==> src/rtl/seg7_scan_ctrl.sv <==
// seg7_scan_ctrl: four-digit seven-segment scan scheduler with blanking and frame-synchronous double buffering
module seg7_scan_ctrl #(
  parameter int SCAN_DIV     = 50000,
  parameter int BLANK_CYCLES = 4
) (
  input  logic        clk,
  input  logic        reset,
  input  logic [15:0] value,
  input  logic [3:0]  dp_in,
  input  logic [3:0]  digit_en,
  input  logic        lz_blank,
  input  logic        load,
  output logic        load_ack,
  output logic        frame_done,
  output logic [3:0]  am,
  output logic [7:0]  out
);
  localparam int CW = $clog2(SCAN_DIV);
  logic [CW-1:0] cnt;
  logic [1:0]    idx;
  logic [15:0]   sh_value, pend_value;
  logic [3:0]    sh_dp, pend_dp;
  logic          pending;
  logic          wrap, frame, commit, blank, dark;
  logic [3:0]    nib, lzb;
  logic [6:0]    seg;
  assign wrap   = cnt == CW'(SCAN_DIV - 1);
  assign frame  = wrap && idx == 2'd3;
  assign commit = frame && (pending || load);
  assign blank  = cnt < CW'(BLANK_CYCLES);
  assign nib    = sh_value[{idx, 2'b00} +: 4];
  assign lzb    = {sh_value[15:12] == 4'd0,
                   sh_value[15:8]  == 8'd0,
                   sh_value[15:4]  == 12'd0,
                   1'b0};
  assign dark   = !digit_en[idx] || (lz_blank && lzb[idx]);
  // BCD nibble to active-low {a..g}; non-decimal nibbles render as a dash
  always_comb begin
    seg = 7'b1111110;
    case (nib)
      4'd0: seg = 7'b0000001;
      4'd1: seg = 7'b1001111;
      4'd2: seg = 7'b0010010;
      4'd3: seg = 7'b0000110;
      4'd4: seg = 7'b1001100;
      4'd5: seg = 7'b0100100;
      4'd6: seg = 7'b1100000;
      4'd7: seg = 7'b0001101;
      4'd8: seg = 7'b0000000;
      4'd9: seg = 7'b0000100;
      default: seg = 7'b1111110;
    endcase
  end
  // slot prescaler and digit index
  always_ff @(posedge clk) begin
    if (reset) begin
      cnt <= '0;
      idx <= '0;
    end else begin
      cnt <= wrap ? '0 : cnt + 1'b1;
      idx <= wrap ? idx + 2'd1 : idx;
    end
  end
  // load handshake: latest request waits in pend, moves to shadow only at a frame boundary
  always_ff @(posedge clk) begin
    if (reset) begin
      pending    <= 1'b0;
      pend_value <= '0;
      pend_dp    <= '0;
      sh_value   <= '0;
      sh_dp      <= '0;
      load_ack   <= 1'b0;
      frame_done <= 1'b0;
    end else begin
      pending    <= !frame && (pending || load);
      pend_value <= load ? value : pend_value;
      pend_dp    <= load ? dp_in : pend_dp;
      sh_value   <= commit ? (load ? value : pend_value) : sh_value;
      sh_dp      <= commit ? (load ? dp_in : pend_dp) : sh_dp;
      load_ack   <= commit;
      frame_done <= frame;
    end
  end
  // registered anode/segment drive; blanking interval and dark digits force everything off
  always_ff @(posedge clk) begin
    if (reset) begin
      am  <= 4'b1111;
      out <= 8'hFF;
    end else begin
      am  <= (blank || dark) ? 4'b1111 : ~(4'b0001 << idx);
      out <= (blank || dark) ? 8'hFF : {seg, ~sh_dp[idx]};
    end
  end
endmodule

==> config.mk <==
export PLATFORM = sky130hd
export DESIGN_NAME = seg7_scan_ctrl
export DESIGN_NICKNAME = d
export VERILOG_FILES = /design/src/rtl/seg7_scan_ctrl.sv
export SDC_FILE = /design/constraint.sdc
export NUM_CORES = 1
export LEC_CHECK = 0
export CELL_PAD_IN_SITES_DETAIL_PLACEMENT = 1
export CELL_PAD_IN_SITES_GLOBAL_PLACEMENT = 2
export CORE_MARGIN = 2
export CORE_UTILIZATION = 36
export DETAILED_ROUTE_END_ITERATION = 12
export PLACE_DENSITY_LB_ADDON = 0.08
export SYNTH_ARGS = -nofsm -noshare
export SYNTH_HDL_FRONTEND = slang
export SYNTH_SLANG_ARGS = --single-unit
==> constraint.sdc <==
create_clock -name clk -period 3 [get_ports clk]
set_clock_uncertainty 0.1 [all_clocks]
set_input_delay 0.9 -clock clk [delete_from_list [all_inputs] [get_ports clk]]
set_output_delay 0.9 -clock clk [all_outputs]
set_load 0.02 [all_outputs]
==> impl_results.md <==
- Status: completed
- Cts repair resizes: 0
- TritonCTS Sinks: 73
- N_diodes: 0
- CTS tree: done
- CTS max path bufs: 2
- Syn Inst Count: 310
- Synth area leader: dfxtp_1
- Setup TNS: 0 ps
- Remaining Overflow, GRT: 0
- DP HPWL: 5153 um
- Area grow syn2layout: 22.79%
- Skew-Pair Late Insertion Delay: 350 ps
- Crit. End Element: register
- Fin crit share: 0.7738
- Placed cell areas: 0.003816 mm^2
- FFs w/ async S/R, synth: 0
- Peak supply drop: 0.2369 mV
- Final hold violation count: 0
- Chip height: 99.57 um
- R2R depth: 7
- Maxcap violations: 0
- Rows: 34
- Largest net degree at the start of global routing: 48
- Vias post-DR: 2317
- DIE AREA: 0.009914 mm^2
- Max-slew violation count: 0
- Yosys cell types: 41
- Flops & latches, synth: 73
- Final net count: 388
- Crit Path Class: register to register
- Required time of the critical path: 3100 ps
- Post-route setup slack: 678.5 ps
- Relative slew slack: 0.4023
- First-pass GRT wire length: 11990 um
- WHS Path Cells: 1
- Period minus WS final: ~2300 ps
- Most common cell in the netlist: dfxtp_1
- Share of the synthesized area in the top cell type: 0.4444
- Hold crit path type: register to register
- Design area: 0.004038 mm^2
- Synth cell count leaders: dfxtp_1 (73), nor2_1 (42), mux2i_1 (21), nor2b_1 (21), mux2_4 (20)
- Core ar.: slightly below 0.009 mm^2
- Initial Utilization: 0.3734
- Wire per inst: 15.63 um
- 1st-pass router iterations: 4
- Share of cells above drive strength 1: 0.1549
- Root Buffer: clkbuf_8
- Worst slack at placement: between 400 and 500 ps
- Clock slew at reported path FFs: approximately 80 ps
- Syn_area_per_cell: ~11 um^2
- Post-CTS Repair Setup Buffers: 0
- Register area share after synthesis: 0.4444
- Syn nets: 348
- # fillers: 983
- Drt total wl: 7239 um
- DRC viols: 0
- Initial antenna violation count: 0
- Ports: 42
- H-tree depth: 3
- Gpl congestion: 0.7490
- Port bufs: 41
- Post-synth EDFFs: 0
- Final Core Density: 0.4585
- Worst slew pin tran: ~900 ps
- Total GRT Usage: 0.1552
- Power Density: 489.8 mW/mm^2
- Primary FF master, synth: dfxtp_1
- Leak: 1.649 nW
- Crit path max fanout: 4
- CP startpoint kind: register
- RSZ-0062 raised after global routing: false
- Ys Warns: 0
- Number of global-route vias before repair: 2262
- Antenna-violating nets left: 0
- Mapped Area: 0.003288 mm^2
- Post-cts hold buffer count: 0
- FMAX: 430.8 MHz
- Vias per cell: about 5.0
- Chip Width: 99.57 um
- 1st-iter DRT viols: between 60 and 70
- Critical Path AT: between 2000 and 2500 ps
- CTS Buf Count: 9
- Ranking of synthesized cells by area: dfxtp_1 (44%), mux2_4 (9.1%), mux2i_1 (6.4%)
- Setup-failing EPs final: 0
[area by class of cell]
class                   count  area (um^2)  area share
repair buffers             48        488.0      0.1209
flip-flops and latches     73         1461      0.3619
clock buffers              12        145.1     0.03595
clock inverters             4        76.32     0.01890
inverters                   7        26.28    0.006508
well taps                 108        135.1     0.03347
multi-input cells         211         1705      0.4224
[metal layers]
| layer | wire length (um) | global-route usage |
|---|---|---|
| met4 | 85 | 0.04426 |
| met5 | 0 | 0 |
| met3 | 286 | 0.04779 |
| met2 | 3069 | 0.2256 |
| met1 | 3798 | 0.2220 |
[cell families (layout without fill, tap and decap cells)]
family	after synthesis	count (layout)	share of synthesized area
AND/OR/NAND/NOR	119	119	0.1983
AO/OA/AOI/OAI	20	20	0.04376
adder cells (fa/ha/maj)	10	10	0.03805
XOR/XNOR	12	12	0.03197
flip-flops	73	73	0.4444
multiplexers	50	50	0.2066
buffers and inverters	26	71	0.03691
[sequential cells by signal, summed over array words and instances, names as in the netlist, 2 cells and up]
signal / flops
sh_dp: 4
am: 4
cnt: 16
pend_dp: 4
out: 8
idx: 2
pend_value: 16
sh_value: 16
[worst paths after layout]
| check | end | from | slack, ps |
|---|---|---|---|
| worst min-delay path | cnt[0] | cnt[0] | 370 |
| worst max register to register | out[3] | idx[0] | 680 |
| worst min register to register | cnt[0] | cnt[0] | 370 |
| worst max-delay path | out[3] | idx[0] | 680 |
[worst max-delay path, cell delays in order (launching register included)]
cell and delay, ps:
dfxtp_1 410, mux4_2 590, inv_1 150, ha_1 270
nor2b_1 70, a221oi_1 330, a32o_1 180, nand3_1 70
[stage by stage]
stage          power, mW  hold WS, ps  std cells
2_1_floorplan      1.076        326.0        310
3_3_place_gp       1.133        342.3        447
3_5_place_dp       1.136        354.7        447
4_1_cts            2.007        373.8        463
5_1_grt            2.057        401.7        463
6_report           1.978        366.1        463
[report_power, final]
part | leakage (nW) | internal [mW] | switching (mW)
clock network | 0.107 | 0.493 | 0.374
logic | 0.949 | 0.0623 | 0.0499
registers | 0.594 | 0.990 | 0.00821
[placed cells by master (no fill, tap or decap), types with 3 or more instances in the layout]
cell,synthesis,final
mux2_2,3,3
nand3_1,18,18
or4_1,3,3
and4_1,3,3
clkbuf_8,0,10
mux2i_1,21,21
clkdlybuf4s50_1,0,41
a21oi_1,5,5
mux4_2,6,6
o211ai_1,3,3
and3_1,3,3
xnor2_1,3,3
nor2_1,42,42
nand4_1,5,5
mux2_4,20,20
inv_1,7,7
nor2b_1,21,21
dfxtp_1,73,73
nand2_1,7,7
buf_4,0,5
ha_1,10,10
xor2_1,9,9
nand4b_1,3,3
o21ai_0,4,4
No activity file was read; power rests on OpenSTA's default activity.
